<file path="config.mk">
export PLATFORM = sky130hd
export DESIGN_NAME = fifo_rd_stream
export DESIGN_NICKNAME = d
export VERILOG_FILES = /design/src/rtl/fifo_rd_stream.sv
export SDC_FILE = /design/constraint.sdc
export NUM_CORES = 1
export LEC_CHECK = 0
export ABC_CLOCK_PERIOD_IN_PS = 1950
export CAP_MARGIN = 20
export CORE_MARGIN = 4
export CORE_UTILIZATION = 45
export DETAILED_ROUTE_END_ITERATION = 16
export MAX_ROUTING_LAYER = met4
export PLACE_DENSITY = 0.81
export SYNTH_ARGS = -nofsm -noshare
export SYNTH_HDL_FRONTEND = slang
export SYNTH_SLANG_ARGS = --single-unit
</file>
<file path="constraint.sdc">
create_clock -name rclk -period 1.95 [get_ports rclk]
set_input_delay 0.4875 -clock rclk [delete_from_list [all_inputs] [get_ports rclk]]
set_output_delay 0.4875 -clock rclk [all_outputs]
set_load 0.01 [all_outputs]
</file>
<file path="src/rtl/fifo_rd_stream.sv">
// fifo_rd_stream: read-domain consumer of an asynchronous FIFO.
// Pops first-word-fall-through words via rinc/rempty/rdata and re-presents
// them on a registered valid/ready stream through a 2-entry skid buffer.
// rinc depends only on registered occupancy, rempty, flush and reset, so
// there is no combinational path from out_ready back to the FIFO.
//
// Optional feature macro: FIFO_RD_CNT_EN
//   defined   -> rd_count port present, counts accepted words (wraps, reset-only clear)
//   undefined -> rd_count port and counter absent
//
// state | meaning
// ------+---------------------------------------------------------
// EMPTY | no word buffered, out_valid low
// ONE   | HEAD holds the next word to present, TAIL unused
// TWO   | HEAD presented, TAIL holds the following word; no FIFO pop
module fifo_rd_stream #(
   parameter int DSIZE = 8,
   parameter int CNTW  = 16
) (
   input  logic             rclk,
   input  logic             rrst_n,
   input  logic [DSIZE-1:0] rdata,
   input  logic             rempty,
   output logic             rinc,
   input  logic             flush,
   output logic [DSIZE-1:0] out_data,
   output logic             out_valid,
   input  logic             out_ready,
   output logic [1:0]       occ
`ifdef FIFO_RD_CNT_EN
   ,
   output logic [CNTW-1:0]  rd_count
`endif
);

   typedef enum logic [1:0] {
      EMPTY = 2'd0,
      ONE   = 2'd1,
      TWO   = 2'd2
   } state_t;

   state_t           state_q, state_d;
   logic [DSIZE-1:0] head_q, head_d;
   logic [DSIZE-1:0] tail_q, tail_d;
   logic             push;
   logic             pop;

   // Pop strobe and stream handshake, derived from registered state only
   always_comb begin
      rinc      = !rempty && (state_q != TWO) && !flush && rrst_n;
      push      = rinc;
      out_valid = (state_q != EMPTY);
      pop       = out_valid && out_ready;
      out_data  = head_q;
      occ       = state_q;
   end

   // Occupancy next-state and buffer data movement
   always_comb begin
      state_d = state_q;
      head_d  = head_q;
      tail_d  = tail_q;
      if (flush) begin
         // Buffered words are dropped; the FIFO itself keeps its contents.
         state_d = EMPTY;
      end else begin
         case (state_q)
            EMPTY: begin
               if (push) begin
                  state_d = ONE;
                  head_d  = rdata;
               end
            end
            ONE: begin
               if (push && pop) begin
                  head_d = rdata;
               end else if (push) begin
                  state_d = TWO;
                  tail_d  = rdata;
               end else if (pop) begin
                  state_d = EMPTY;
               end
            end
            TWO: begin
               if (pop) begin
                  state_d = ONE;
                  head_d  = tail_q;
               end
            end
            default: begin
               state_d = EMPTY;
            end
         endcase
      end
   end

   // State and buffer registers
   always_ff @(posedge rclk or negedge rrst_n) begin
      if (!rrst_n) begin
         state_q <= EMPTY;
         head_q  <= '0;
         tail_q  <= '0;
      end else begin
         state_q <= state_d;
         head_q  <= head_d;
         tail_q  <= tail_d;
      end
   end

`ifdef FIFO_RD_CNT_EN
   logic [CNTW-1:0] cnt_q, cnt_d;

   // Delivered-word count; a pop coinciding with flush still counts
   always_comb begin
      cnt_d = cnt_q + CNTW'(pop);
   end

   // Counter register, cleared by reset only
   always_ff @(posedge rclk or negedge rrst_n) begin
      if (!rrst_n) begin
         cnt_q <= '0;
      end else begin
         cnt_q <= cnt_d;
      end
   end

   assign rd_count = cnt_q;
`endif

endmodule
</file>
==> results of run 1 <==
metrics by stage:
step	worst slack, ns	setup TNS, ns
detailed placement	-0.3964	-4.223
finish	0.08011	0
global placement	-0.3317	-3.479
floorplan	0.2542	0
CTS	0.01875	0
global route	0.02176	0
worst paths after layout:
| path | endpoint | slack, ns | cells after the start |
|---|---|---|---|
| max | occ[1] | 0.08 | 2 |
| min | tail_q[6] | 0.36 | 2 |
| max reg2reg | out_data[4] | 0.19 | 6 |
| min reg2reg | tail_q[1] | 0.52 | 1 |
| max in group asynchronous | tail_q[3] | 1.35 | 2 |
| min in group rclk | tail_q[1] | 0.52 | 1 |
per-layer routing:
layer  wire length, um  global-route usage
met3                77             0.03499
met1               841              0.1921
met2               982              0.2618
met5                 0                   -
met4                29             0.06726
what timing repair did:
action | in CTS | in global routing
gates resized for setup | 7 | 4
buffers inserted | 1 | 0
pin swaps | 0 | 1
gates cloned | 0 | 1
endpoints found under the setup margin | 10 | 4
cell families after synthesis:
logic type             count (synthesis)  synth area share
AOI/OAI and AO/OA                     12            0.1043
buffers and inverters                  2           0.01788
DFF                                   18            0.5365
muxes                                 16            0.2027
and+or+nand+nor                       21            0.1386
cells in the final DEF, fill, tap and decap left out, drive strengths merged, types with 2 or more instances in the layout:
| cell | synthesis | layout |
|---|---|---|
| clkbuf | 1 | 4 |
| dfrtp | 18 | 18 |
| clkdlybuf4s50 | 0 | 20 |
| a21oi | 9 | 9 |
| dlygate4sd2 | 0 | 2 |
| nor2 | 11 | 11 |
| buf | 1 | 13 |
| nor3 | 2 | 2 |
| mux2 | 8 | 8 |
| a31oi | 2 | 2 |
| mux2i | 8 | 8 |
registers in the layout, indices dropped and copies added (netlist names):
register / count
out_data: 8
tail_q: 8
occ: 2
worst max-delay path, stage by stage (launching register included):
cell and delay (ns):
dfrtp_1 0.41, buf_4 0.15, clkdlybuf4s50_1 0.53
power by group through the flow:
stage / clock, W / sequential [W] / combinational (W)
6_report: 0.000178 / 0.000476 / 0.000268
5_1_grt: 0.000198 / 0.000486 / 0.000289
4_1_cts: 0.000186 / 0.000476 / 0.000262
3_5_place_dp: 0 / 0.000486 / 0.000257
3_3_place_gp: 0 / 0.000481 / 0.000250
2_1_floorplan: 0 / 0.000498 / 0.0000921
cell type report:
type / instances / area [sq um] / area share
Sequential cell: 18 / 451.7 / 0.3588
Clock buffer: 3 / 22.52 / 0.01789
Timing Repair Buffer: 37 / 362.8 / 0.2883
Multi-Input combinational cell: 49 / 390.4 / 0.3101
Tap cell: 25 / 31.28 / 0.02485
==> impl_metrics.csv, run 1 <==
group,metric,value,unit
run_status,run_status,"finished, final reports clean",
final_layout,n_fill_cell,147,
power,finalPower,0.0009221,W
placement,place.port_buffers,24,
cts,insertion_delay,0.29,ns
final_layout,areaGrowthSynthToFinish,49.93,%
cts,tritoncts,"done",
logic_synthesis,post_synth_main_area_contributors,"dfrtp_1 (54%), mux2_2 (11%), mux2i_1 (9.5%)",
sta,final_hold_viol_count,0,
cts,tritoncts.num_buffers,3,
route,ant_nets,0,
logic_synthesis,ys.flop_type,"dfrtp_1",
sta,layout_worst_path_cycle_share,0.9589,
floorplan,io_pins,25,
logic_synthesis,synth_top_cell_area_share,0.5365,
route,drt_pre_antenna_iters,4,
grt,grt_pass1_vias,701,
logic_synthesis,ys_types,20,
final_layout,n_antenna_cell,0,
run,cap_violations,0,
floorplan,die_height,51.20,um
final_layout,finish.net_count,122,
power,seq_power_share,0.516,
cts,cts.sink_count,18,
logic_synthesis,synth_area,839.6,sq um
worst_setup_path,worst_reg2reg_path_startpoint,"occ[0]",
logic_synthesis,synth.largest_area_cell,"dfrtp_1",
floorplan,placementRows,15,
final_layout,instances_no_fill,132,
grt,grt_antenna_before_repair,0,
sta,worst_clock_skew,0.005427,ns
floorplan,die_width,51.20,um
grt,grt_pass1_wl,3029,um
logic_synthesis,yosys_register_bits,18,
cts,htree_num_levels,1,
worst_setup_path,crit_start,"occ[1]",
route,via_count,687,
logic_synthesis,mappedNetlistNets,82,
hold_path,hold_path.class,"in -> async",
final_layout,ratio_of_cells_with_drive_above_1_in_the_final_layout,0.3178,
route,starting_drt_drc_count,2,
power,p_int,0.0006771,W
logic_synthesis,asyncSetResetFlopFracSynth,1.000,
worst_setup_path,path_max_fanout,5,
sta,fin_hold_ws,0.3587,ns
power,total_leakage_power,0.5519,nW
cts,clockBufferDepth,2,
grt,track_usage,0.1606,
sta,min_period,1.870,ns
logic_synthesis,synth.most_common_cell,"dfrtp_1",
cts,holdBufCountCts,0,
placement,hpwl,1370,um
power,power_density,732.6,nW/um^2
logic_synthesis,sequential_area_share_after_synthesis,0.5365,
floorplan,core_region_area,1745,sq um
sta,rsz0062_at_grt,"false",
power,switching_power,0.0002450,W
logic_synthesis,yosysWarnings,0,
worst_setup_path,crit_arrival,1.38,ns
route,wl_per_cell,14.63,um
logic_synthesis,syn_area_per_cell,12.17,sq um
placement,dpl.cell_count,127,
logic_synthesis,synth_top_cells_by_count,"dfrtp_1 (18), nor2_1 (11), mux2_2 (8), mux2i_1 (8), a21oi_1 (7)",
route,route.detailed.vias_per_inst,5.205,
power,p_clk_frac,0.193,
sta,setup_viol_count_final,0,
logic_synthesis,synth_enable_flop_cells,0,
sta,final-max-slew-violation-count,0,
power,worst_ir_drop_vdd,534.1,uV
logic_synthesis,syn_inst,69,
sta,maxSlewHeadroom,0.8440,
worst_setup_path,criticalPathCategory,"reg -> out",
worst_setup_path,worst_setup_path_start_kind,"flop",
grt,gr-total-overflow,0,
sta,worst_pin_slew,0.2340,ns
placement,placement.cell_area,1191,sq um
floorplan,initial_core_util,0.4810,
grt,grt_max_degree,17,
floorplan,overall_die_area,2621,sq um
power,power.switching_fraction,0.2657,
power,share_comb_of_total_power,0.290,
cts,clock_tree.root_cell,"clkbuf_4",
route,drt_wl_total,1931,um
cts,cts.reportedPaths.clkPinSlew,0.10,ns
final_layout,end_of_flow_core_utilization,0.7211,
final_layout,fin_area,1259,sq um
sta,max_clock_freq,0.5348,GHz
placement,place.gp.congestion,0.7781,
worst_setup_path,cp.required,1.46,ns
worst_setup_path,setup.worst_path.end_class,"output pin",
route,route.detailed.drc,0,
No activity file was read; power rests on OpenSTA's default activity.
==> inputs of run 2 (changes only) <==
--- a/config.mk
+++ b/config.mk
@@ -5,8 +5,7 @@
 export SDC_FILE = /design/constraint.sdc
 export NUM_CORES = 1
 export LEC_CHECK = 0
-export ABC_CLOCK_PERIOD_IN_PS = 1950
-export CAP_MARGIN = 20
+export ABC_CLOCK_PERIOD_IN_PS = 2100
 export CORE_MARGIN = 4
 export CORE_UTILIZATION = 45
 export DETAILED_ROUTE_END_ITERATION = 16
==> constraint.sdc (replaced) <==
create_clock -name rclk -period 2.1 [get_ports rclk]
set_input_delay 0.525 -clock rclk [delete_from_list [all_inputs] [get_ports rclk]]
set_output_delay 0.525 -clock rclk [all_outputs]
set_load 0.01 [all_outputs]
==> impl_metrics.csv, run 2 (synthesized netlist as in run 1, its figures left out) <==
group,metric,value,unit
run_status,run_status,"finished, final reports clean",
placement,place.gp.congestion,0.8672,
run,cap_violations,0,
worst_setup_path,count_of_buffering_cells_on_the_critical_path_with_inverters_included,1,
worst_setup_path,setup.worst_path.end_class,"output pin",
sta,worst_clock_skew,0.005203,ns
final_layout,finish.net_count,119,
worst_setup_path,crit_chain,"or2_2 > clkdlybuf4s50_1",
route,starting_drt_drc_count,6,
cts,cts.reportedPaths.clkPinSlew,0.10,ns
route,drt_pre_antenna_iters,4,
sta,min_period,2.057,ns
route,wl_per_cell,13.25,um
worst_setup_path,cp.required,1.57,ns
worst_setup_path,path_max_fanout,8,
worst_setup_path,cpMaxStageDelayCell,"clkdlybuf4s50_1",
route,via_count,651,
placement,hpwl,1269,um
hold_path,hold_path.class,"reg -> reg",
floorplan,placementRows,15,
grt,grt_max_degree,17,
worst_setup_path,worst_setup_path_start_kind,"flop",
route,drt_wl_total,1723,um
cts,post_cts.repair.setup_buffers,0,
sta,layout_worst_path_cycle_share,0.9796,
sta,max_clock_freq,0.4861,GHz
route,ant_nets,0,
power,power_density,727.5,nW/um^2
route,route.detailed.drc,0,
worst_setup_path,critPathMaxStageDelay,0.48,ns
worst_setup_path,cpLargestDelayFamily,"buffers and inverters",
floorplan,io_pins,25,
power,finalPower,0.0008903,W
floorplan,initial_core_util,0.4810,
sta,rsz0062_at_grt,"false",
worst_setup_path,crit_start,"occ[1]",
grt,gr-total-overflow,0,
power,total_leakage_power,0.5178,nW
cts,tritoncts,"done",
hold_path,hold_start,"tail_q[3]",
cts,holdBufCountCts,0,
placement,place.port_buffers,24,
floorplan,die_width,51.20,um
final_layout,n_fill_cell,133,
grt,grt_pass1_vias,644,
sta,timing.setup.tns,0,ns
final_layout,areaGrowthSynthToFinish,45.75,%
floorplan,die_height,51.20,um
power,worst_ir_drop_vdd,480.7,uV
final_layout,final_common_cell,"clkdlybuf4s50_1",
cts,clock_tree.root_cell,"clkbuf_4",
floorplan,core_region_area,1745,sq um
cts,cts.sink_count,18,
sta,worst_pin_slew,0.2422,ns
cts,htree_num_levels,1,
cts,insertion_delay,0.29,ns
placement,placement.cell_area,1184,sq um
cts,tritoncts.num_buffers,3,
grt,track_usage,0.1466,
final_layout,ratio_of_cells_with_drive_above_1_in_the_final_layout,0.2762,
grt,grt_antenna_before_repair,0,
worst_setup_path,crit_arrival,1.53,ns
final_layout,n_antenna_cell,0,
sta,final_hold_viol_count,0,
sta,final-max-slew-violation-count,0,
sta,maxSlewHeadroom,0.8385,
worst_setup_path,criticalPathCategory,"reg -> out",
route,route.detailed.vias_per_inst,5.008,
cts,clockBufferDepth,2,
final_layout,end_of_flow_core_utilization,0.7011,
final_layout,final_cell_mix,"clkdlybuf4s50_1 (23), dfrtp_1 (17), nor2_1 (11)",
final_layout,fin_area,1224,sq um
sta,setup_viol_count_final,0,
grt,grt_pass1_wl,2746,um
worst_setup_path,worst_reg2reg_path_startpoint,"occ[1]",
floorplan,overall_die_area,2621,sq um
run 2: repair_timing:
item | 4_1_cts | 5_1_grt
pin swaps | 0 | 0
setup endpoints to repair | 1 | 3
gates resized for setup | 1 | 2
endpoints found under the hold margin | 0 | 0
run 2: metrics by stage:
stage | worst slack (ns) | instances | hold slack (ns)
floorplan | 0.3667 | 69 | 0.2294
global placement | -0.2165 | 126 | 0.4858
detailed placement | -0.2626 | 126 | 0.4939
CTS | 0.01660 | 130 | 0.5162
global route | 0.003551 | 130 | 0.5291
finish | 0.04288 | 130 | 0.5169
run 2: routing by layer:
layer  part of all wire  up-vias  GRT usage
met2               0.48       22     0.2425
li1                   -      322          -
met1               0.45      305     0.1717
met4             0.0099        0    0.08072
met3              0.063        2    0.02041
met5                  0        -          -
run 2: final timing paths:
| kind | cells after the start | endpoint | slack, ns |
|---|---|---|---|
| max | 2 | out_valid | 0.04 |
| max reg2reg | 5 | out_data[4] | 0.44 |
| min | 1 | tail_q[3] | 0.52 |
| min in group asynchronous | 2 | out_data[7] | 0.54 |
| max in group asynchronous | 3 | occ[0] | 1.32 |
| min reg2reg | 1 | tail_q[3] | 0.52 |
run 2: report_power, final:
part           switching (W)  internal (W)
sequential         0.0000341      0.000410
clock               0.000106      0.000106
combinational      0.0000886      0.000146
total               0.000228      0.000662
run 2: final cells by class:
class / count / area, sq um / share of cell area
tap: 25 / 31.28 / 0.02556
multi-input combinational: 49 / 377.9 / 0.3088
timing repair buffer: 34 / 326.6 / 0.2669
sequential: 18 / 451.7 / 0.3691
clock buffer: 4 / 36.28 / 0.02965
run 2: worst register-to-register path, stage by stage, from the launching register on:
cell,delay [ns]
dfrtp_1,0.47
or4bb_4,0.59
a31oi_4,0.20
buf_12,0.16
nor2_1,0.05
a21oi_1,0.11
